## src/rtl/sp_pkg.sv

```systemverilog
// Shared types and constants for the SP frame sequencer: FSM states, stage
// opcodes and default frame geometry.
package sp_pkg;

  localparam int DW_DEF      = 16;
  localparam int NWORDS_DEF  = 6;
  localparam int NSTAGES_DEF = 3;

  typedef enum logic [2:0] {
    IDLE,
    LD_MODE,
    LD_DATA,
    STAGE,
    OUT
  } state_t;

  localparam logic [2:0] OP_PASS = 3'd0;
  localparam logic [2:0] OP_REV  = 3'd1;
  localparam logic [2:0] OP_INC  = 3'd2;
  localparam logic [2:0] OP_PSUM = 3'd3;
  localparam logic [2:0] OP_NEG  = 3'd4;
  localparam logic [2:0] OP_ROTL = 3'd5;
  localparam logic [2:0] OP_ASR  = 3'd6;
  localparam logic [2:0] OP_SWAP = 3'd7;

endpackage

```

## src/rtl/sp_elem_op.sv

```systemverilog
// Per-element stage unit: maps the element index to a source index and
// computes the result word plus the running prefix-sum accumulator.
module sp_elem_op
  import sp_pkg::*;
#(
  parameter int DW     = DW_DEF,
  parameter int NWORDS = NWORDS_DEF,
  parameter int IW     = $clog2(NWORDS)
) (
  input  logic [2:0]    op,
  input  logic [IW-1:0] i,
  input  logic [DW-1:0] word,
  input  logic [DW-1:0] acc,
  output logic [IW-1:0] idx,
  output logic [DW-1:0] result,
  output logic [DW-1:0] acc_next
);

  localparam logic [IW-1:0] LAST = IW'(NWORDS - 1);

  logic [DW-1:0] sum;

  always_comb begin
    idx      = i;
    result   = word;
    acc_next = acc;
    // Element 0 restarts the running sum so no clear cycle is needed per stage.
    sum      = ((i == '0) ? '0 : acc) + word;
    case (op)
      OP_REV:  idx = LAST - i;
      OP_ROTL: idx = (i == LAST) ? '0 : i + 1'b1;
      OP_SWAP: idx = i ^ IW'(1);
      OP_INC:  result = word + 1'b1;
      OP_PSUM: begin
        result   = sum;
        acc_next = sum;
      end
      OP_NEG:  result = '0 - word;
      OP_ASR:  result = {word[DW-1], word[DW-1:1]};
      default: ;
    endcase
  end

endmodule

```

## src/rtl/sp_frame_sequencer.sv

```systemverilog
// Frame sequencer: loads 3 mode words and 6 data words, runs three ping-pong
// stages through sp_elem_op, then streams the result buffer out.
module sp_frame_sequencer
  import sp_pkg::*;
#(
  parameter int DW      = DW_DEF,
  parameter int NWORDS  = NWORDS_DEF,
  parameter int NSTAGES = NSTAGES_DEF
) (
  input  logic          clk,
  input  logic          rstn,
  input  logic          in_valid,
  input  logic [2:0]    in_mode,
  input  logic [DW-1:0] in_data,
  output logic          out_valid,
  output logic [DW-1:0] out_data,
  output logic          busy,
  output logic          err
);

  localparam int IW = $clog2(NWORDS);
  localparam int SW = (NSTAGES > 1) ? $clog2(NSTAGES) : 1;
  localparam logic [IW-1:0] EL_LAST = IW'(NWORDS - 1);
  localparam logic [SW-1:0] ST_LAST = SW'(NSTAGES - 1);

  // Handshake: in_valid qualifies every frame cycle; a frame is NSTAGES+NWORDS
  // back-to-back valid cycles, out_valid marks each result word, no backpressure.
  state_t        state;
  state_t        state_n;
  logic [IW-1:0] elc;
  logic [SW-1:0] stc;
  logic [2:0]    mode [NSTAGES];
  logic [DW-1:0] buf_a [NWORDS];
  logic [DW-1:0] buf_b [NWORDS];
  logic [DW-1:0] acc;
  logic [DW-1:0] acc_n;
  logic [DW-1:0] src_word;
  logic [DW-1:0] res;
  logic [IW-1:0] src_idx;
  logic [2:0]    cur_op;
  logic          viol;
  logic          viol_q;
  logic          err_n;

  assign cur_op = mode[stc];
  // Even stages read A and write B, odd stages the reverse; with an odd stage
  // count the final result lands in B.
  assign src_word = stc[0] ? buf_b[src_idx] : buf_a[src_idx];
  assign viol = in_valid && (state == STAGE || state == OUT);

  sp_elem_op #(
    .DW     (DW),
    .NWORDS (NWORDS),
    .IW     (IW)
  ) u_elem_op (
    .op       (cur_op),
    .i        (elc),
    .word     (src_word),
    .acc      (acc),
    .idx      (src_idx),
    .result   (res),
    .acc_next (acc_n)
  );

  always_comb begin
    state_n = state;
    err_n   = viol && !viol_q;
    case (state)
      IDLE:    if (in_valid) state_n = LD_MODE;
      LD_MODE: begin
        if (!in_valid) begin
          state_n = IDLE;
          err_n   = 1'b1;
        end else if (stc == ST_LAST) begin
          state_n = LD_DATA;
        end
      end
      LD_DATA: begin
        if (!in_valid) begin
          state_n = IDLE;
          err_n   = 1'b1;
        end else if (elc == EL_LAST) begin
          state_n = STAGE;
        end
      end
      STAGE:   if (stc == ST_LAST && elc == EL_LAST) state_n = OUT;
      OUT:     if (elc == EL_LAST) state_n = IDLE;
      default: state_n = IDLE;
    endcase
  end

  always_ff @(posedge clk or negedge rstn) begin
    if (!rstn) state <= IDLE;
    else       state <= state_n;
  end

  always_ff @(posedge clk or negedge rstn) begin
    if (!rstn) begin
      elc       <= '0;
      stc       <= '0;
      acc       <= '0;
      out_valid <= 1'b0;
      out_data  <= '0;
      busy      <= 1'b0;
      err       <= 1'b0;
      viol_q    <= 1'b0;
      for (int k = 0; k < NSTAGES; k++) mode[k] <= '0;
      for (int k = 0; k < NWORDS; k++) begin
        buf_a[k] <= '0;
        buf_b[k] <= '0;
      end
    end else begin
      err       <= err_n;
      viol_q    <= viol;
      // Outputs are registered one cycle behind OUT, so busy covers that tail.
      busy      <= (state_n != IDLE) || (state == OUT);
      out_valid <= 1'b0;
      out_data  <= '0;
      case (state)
        IDLE: begin
          elc <= '0;
          stc <= '0;
          if (in_valid) begin
            mode[0] <= in_mode;
            stc     <= SW'(1);
          end
        end
        LD_MODE: begin
          if (!in_valid) begin
            stc <= '0;
          end else begin
            mode[stc] <= in_mode;
            stc       <= (stc == ST_LAST) ? '0 : stc + 1'b1;
          end
        end
        LD_DATA: begin
          if (!in_valid) begin
            elc <= '0;
          end else begin
            buf_a[elc] <= in_data;
            elc        <= (elc == EL_LAST) ? '0 : elc + 1'b1;
          end
        end
        STAGE: begin
          acc <= acc_n;
          if (stc[0]) buf_a[elc] <= res;
          else        buf_b[elc] <= res;
          if (elc == EL_LAST) begin
            elc <= '0;
            stc <= (stc == ST_LAST) ? '0 : stc + 1'b1;
          end else begin
            elc <= elc + 1'b1;
          end
        end
        OUT: begin
          out_valid <= 1'b1;
          out_data  <= buf_b[elc];
          elc       <= (elc == EL_LAST) ? '0 : elc + 1'b1;
        end
        default: ;
      endcase
    end
  end

endmodule

```

## config.mk

```make
export PLATFORM = sky130hd
export DESIGN_NAME = sp_frame_sequencer
export DESIGN_NICKNAME = d
export VERILOG_FILES = /design/src/rtl/sp_pkg.sv /design/src/rtl/sp_elem_op.sv /design/src/rtl/sp_frame_sequencer.sv
export SDC_FILE = /design/constraint.sdc
export NUM_CORES = 1
export LEC_CHECK = 0
export ABC_AREA = 0
export BUFFER_PORTS_ARGS = -buffer_cell sky130_fd_sc_hd__buf_2
export CORE_MARGIN = 2
export CORE_UTILIZATION = 50
export DETAILED_ROUTE_END_ITERATION = 6
export PLACE_DENSITY = 0.68
export SYNTH_ARGS = -nofsm -noshare
export SYNTH_HDL_FRONTEND = slang
export SYNTH_SLANG_ARGS = --single-unit
```

## constraint.sdc

```tcl
create_clock -name clk -period 5.8 [get_ports clk]
set_clock_uncertainty 0.1 [all_clocks]
set_input_delay 1.16 -clock clk [delete_from_list [all_inputs] [get_ports clk]]
set_output_delay 1.16 -clock clk [all_outputs]
set_load 0.05 [all_outputs]
```

==> results.ini, run 1 <==
[status]
outcome=finished with violations
violations=design-rule violations

[detailed_routing]
routed-wl-met2_um=21200
wl_met3_um=4130
drt_wl_total_um=47200
drt_iter0_markers=1216
top_layer_used=met4
vias=12853
avgViaCountPerCell=6.35
drc=18
routedWlPerCell_um=23.3
ant_nets=0
dr.pass1.iters=7
met1_length_um=20100

[yosys]
yosysMostFrequentCell=nand2_1
syn_area_per_cell_sq_um=9.55
ys_warn_count=0
synth_commonest_cells=nand2_1 (267), dfrtp_1 (245), o21ai_0 (141)
synth_cells=1577
ys_async_sr_fraction=1.00
yosysUniqueCellTypes=119
synth_area_leaders=dfrtp_1 (41%), nand2_1 (6.7%), mux2_2 (5.5%)
synth-seq-cells=245
synth_nets=1619
ys_seq_area_frac=0.407
ys.flop_type=dfrtp_1
yosysTopAreaCellShare=0.407
synth-edff-count=0
synthesis.area_sq_um=15100
synth_largest_area_cell=dfrtp_1

[cells_and_area]
drive_gt1_frac=0.217
nNetsFinal=1654
area_growth_pct=11.6
diodes=0

[critical_path]
critPathMaxStageDelay_ns=0.70
cp-start-kind=register
arrival_ns=5.91
required_ns=6.14
end_kind=register
crit_chain=mux2i_1 > o21ai_4 > nand4_1 > nand2_2 > mux2i_1 > o32ai_1 > or4_1 > ha_1 > inv_1 > o21bai_1 > a21o_1 > a21o_1 > a21o_1 > a2111oi_0 > nor3_1 > o2bb2ai_2 > mux2_4 > mux2_2
cp_max_fo=13
path_class=register to register
crit_slowest_cell=or4_1
cp_common_cell=a21o_1

[clocking]
cts_tree=built
clkTransAtPathRegs_ns=0.06
cts_max_level=1
clockBufferDepth=3
cts_sinks=245
clock_latency_ns=0.56
cts-hold-fix-buffers=0
clock-root-buffer=clkbuf_16
post_cts_buffers=0
cts_buffers=28

[global_route]
grt_pass1_vias=12656
antenna_found_initial=0
grt_pass1_wl_um=73900
grt_max_degree=129
grt_overflow=0
track_usage=0.306

[placed_design]
place_ws_ns=-0.0862
io_buffers=40
globalplace.congestion=0.924
dp_hpwl_um=32600

[worst_hold_path]
hold_path.class=register to register

[timing]
max_slew_margin=0.132
holdWs_ns=0.363
max_freq_ghz=0.180
tightest_slew_ns=1.30
setup_viol=0
hold_violations=0
fin_ws_ns=0.232
layout_min_cycle_time_ns=5.57
slew_violations=0
fin_tns_setup_ns=0
post-route-period-util=0.960

[pwr]
total_power_w=0.00638
ir_drop_v=0.000220
p_per_area_nw_per_um2=380
p_leak_nw=7.22

[die]
ios=41
die_height_um=178
dieArea_sq_um=31500
initial_core_util=0.508
die_x_um=178
rows=63
core_sq_um=29600

[job]
drv_cap=0

==> flip-flops by register name, indices dropped and copies added, names as in the netlist <==
name,count
busy,1
buf_a,96
state,3
out_data,16
buf_b,96
mode,9
err,1
out_valid,1
stc,2
acc,16
viol_q,1
elc,3
==> path summary, 6_finish.rpt <==
path,from,to,slack (ns),depth (start not counted)
max,stc[1],buf_a[14],0.23,18
min,viol_q,err,0.36,1
max reg2reg,stc[1],buf_a[14],0.23,18
min reg2reg,viol_q,err,0.36,1
max in group asynchronous,rstn,buf_b[76],3.82,2
min in group asynchronous,rstn,mode[5],0.59,1
==> power by group <==
part	switching, W	internal (W)	total [W]
sequential	0.0000831	0.00181	0.00189
clock	0.000749	0.00105	0.00180
combinational	0.00173	0.000963	0.00269
==> layout make-up <==
type | count | area, sq um
Clock buffer | 44 | 852
Clock inverter | 7 | 73.8
Fill cell | 2660 | 12800
Inverter | 17 | 63.8
Multi-Input combinational cell | 1196 | 8320
Sequential cell | 245 | 6140
Tap cell | 390 | 488
Timing Repair Buffer | 124 | 866
==> through the flow <==
step | cell area, sq um | utilization | cells
final | 16800 | 0.567 | 2023
after global routing | 16800 | 0.567 | 2023
after CTS | 16800 | 0.566 | 2023
after detailed placement | 15800 | 0.534 | 1972
after global placement | 15800 | 0.534 | 1972
after floorplan | 15100 | - | 1577
==> kinds of logic after synthesis <==
logic type,after synthesis,share of synthesized area
compound gates,462,0.213
xor+xnor,29,0.0169
fa+ha+maj,23,0.0191
buf+inv,136,0.0431
flops,245,0.407
mux,149,0.132
simple gates,533,0.169
==> per-layer routing <==
layer | track usage | vias to the layer above
met5 | 0 | -
met3 | 0.0596 | 115
met1 | 0.426 | 6293
met2 | 0.477 | 593
met4 | 0.104 | 0
li1 | - | 5852
==> repair_timing <==
| item | 4_1_cts | 5_1_grt |
|---|---|---|
| pin swaps | 0 | 4 |
| endpoints found under the setup margin | 17 | 109 |
| gates resized for setup | 2 | 11 |
==> worst max-delay path, delay by kind of cell (launching register included) <==
family | cells | cell delay (ns)
AOI/OAI and AO/OA | 8 | 1.82
and+or+nand+nor | 4 | 1.52
muxes | 4 | 1.09
DFF | 1 | 0.46
adders and majority gates | 1 | 0.36
buffers and inverters | 1 | 0.08
==> cell usage in the layout (no fill, tap or decap), types with 18 or more instances in the layout <==
cell	count
a21oi_1	57
a22oi_1	22
a31oi_1	22
and2_1	27
buf_2	39
buf_4	82
clkbuf_16	29
dfrtp_1	242
ha_1	18
mux2_2	73
mux2i_1	37
mux4_2	28
nand2_1	267
nand3_1	54
nor2_1	82
o21ai_0	140
o21ai_1	52
o31ai_1	18
xnor2_1	18
No activity file was read; power rests on OpenSTA's default activity.
==> inputs of run 2 (changes only) <==
- clock period: 5.8 -> 4.6 ns (I/O delays scaled with it)
==> run 2 against run 1 <==
Compared with the run above:
- critical path type unchanged
- register-to-register slack lost 0.71 ns
- the flow finishes with violations (negative setup slack)
- critical path depth up 2
- die area unchanged
- sequential cell count is the same
- largest cell class unchanged
- core utilization grew 9.5 points
- global-route usage increased by 2.1 points
- clock power grew 39%
- via count rose by 9.5%
- routed wire length up 10%
- sequential power rose by 26%
==> results.ini, run 2 (same netlist as run 1, synthesis figures left out) <==
[clocking]
clkTransAtPathRegs_ns=0.06
clockBufferDepth=3
clock_latency_ns=0.56
cts_buffers=29
clock-root-buffer=clkbuf_16
cts_max_level=1
cts_tree=built
cts_sinks=245

[pwr]
ir_drop_v=0.000328
p_per_area_nw_per_um2=500
p_leak_nw=8.57

[cells_and_area]
reg.largest.list=buf_a (96), buf_b (96)
drive_gt1_frac=0.372
instances_no_fill=2237
mostFrequentLayoutCells=nand2_1 (263), buf_4 (261), dfrtp_1 (242)
final_common_cell=nand2_1
diodes=0
area_growth_pct=30.2
nNetsFinal=1867

[critical_path]
cp-start-kind=register
ff2ff_setup_slack_ns=-0.47
path_class=register to register
rr_startpoint=stc[1]
arrival_ns=5.36
required_ns=4.88
end_kind=register
crit_path_start=stc[1]
cp_max_fo=8

[detailed_routing]
routedWlPerCell_um=23.3
drt_iter0_markers=1470
drt_wl_total_um=52100
dr.pass1.iters=6
drc=0
ant_nets=0
avgViaCountPerCell=6.29
vias=14076

[timing]
setup_viol=165
fin_ws_ns=-0.474
max_freq_ghz=0.197
fin_tns_setup_ns=-40.21
tightest_slew_ns=1.17
post-route-period-util=1.10
rsz0062_at_grt=true
layout_min_cycle_time_ns=5.07
max_slew_margin=0.215
slew_violations=0
hold_violations=0

[die]
die_height_um=178
die_x_um=178
dieArea_sq_um=31500
core_sq_um=29600
rows=63
initial_core_util=0.508
ios=41

[status]
outcome=finished with violations
violations=negative setup slack

[global_route]
grt_pass1_vias=13647
grt_overflow=0
grt_max_degree=94
grt_pass1_wl_um=79300
track_usage=0.327
antenna_found_initial=0

[placed_design]
dp_hpwl_um=36600
place_ws_ns=-0.678
dp.cells=2146
globalplace.congestion=0.975
io_buffers=40

[worst_hold_path]
hold_path.class=primary input to asynchronous set/reset pin

[job]
drv_cap=0

run 2: changes by cell type in the layout (fill, tap and decap cells not counted), moves of 11 or more:
cell	before	now
buf_4	82	261
buf_12	2	13
mux2_4	3	23
o21ai_0	140	102
o21ai_1	52	79
mux2_2	73	56
o31ai_1	18	4
buf_6	0	19
o31ai_2	1	14
run 2: cell type report:
type	count	area, sq um
Inverter	17	66.3
Multi-Input combinational cell	1197	9180
Fill cell	2310	10000
Clock inverter	17	246
Clock buffer	36	802
Sequential cell	245	6130
Tap cell	390	488
Timing Repair Buffer	335	2680
run 2: final timing paths:
check | to | cells past startpoint
setup / recovery | buf_a[92] | 20
hold / removal | busy | 1
setup reg to reg | buf_a[92] | 20
hold reg to reg | acc[12] | 2
max in group asynchronous | buf_a[90] | 2
min in group clk | acc[12] | 2
run 2: power breakdown:
part           switching [W]  internal (W)  total (W)
Clock               0.000982       0.00153    0.00251
Combinational        0.00274       0.00216    0.00490
Sequential          0.000106       0.00228    0.00239
run 2: metal layers:
layer | up-vias | routed length, um | global-route usage
met1 | 6928 | 21300 | 0.444
met3 | 182 | 3980 | 0.0488
met4 | 0 | 3150 | 0.163
li1 | 6284 | - | -
met5 | - | 0 | 0
met2 | 682 | 23700 | 0.510
run 2: metrics by stage:
step                hold slack [ns]  instance area (sq um)   util  total power (W)
finish                        0.293                  19600  0.661          0.00979
floorplan                     0.337                  15400      -          0.00479
detailed placement            0.358                  17500  0.590          0.00658
global placement              0.353                  17500  0.590          0.00652
CTS                           0.318                  18900  0.638          0.00936
global route                  0.351                  19600  0.661           0.0101
run 2: critical path: stages (launching register included):
cell and delay [ns]:
dfrtp_2 0.48, mux2_4 0.37, a21o_4 0.23, o211ai_4 0.23
nand2_4 0.18, mux2i_4 0.23, mux4_2 0.49, o21ai_4 0.19
inv_2 0.07, fa_2 0.41, inv_2 0.11, o21ai_4 0.08
o31ai_4 0.22, o22ai_2 0.15, a31oi_4 0.23, a21o_1 0.19
a21oi_2 0.06, a41o_1 0.23, a211oi_4 0.36, buf_6 0.21
a31oi_1 0.10
run 2: timing repair:
action	CTS	global route
gates resized for setup	43	124
pin swaps	20	45
cloned	1	2
setup buffers	19	18
hold buffers	0	0
endpoints found under the setup margin	180	176
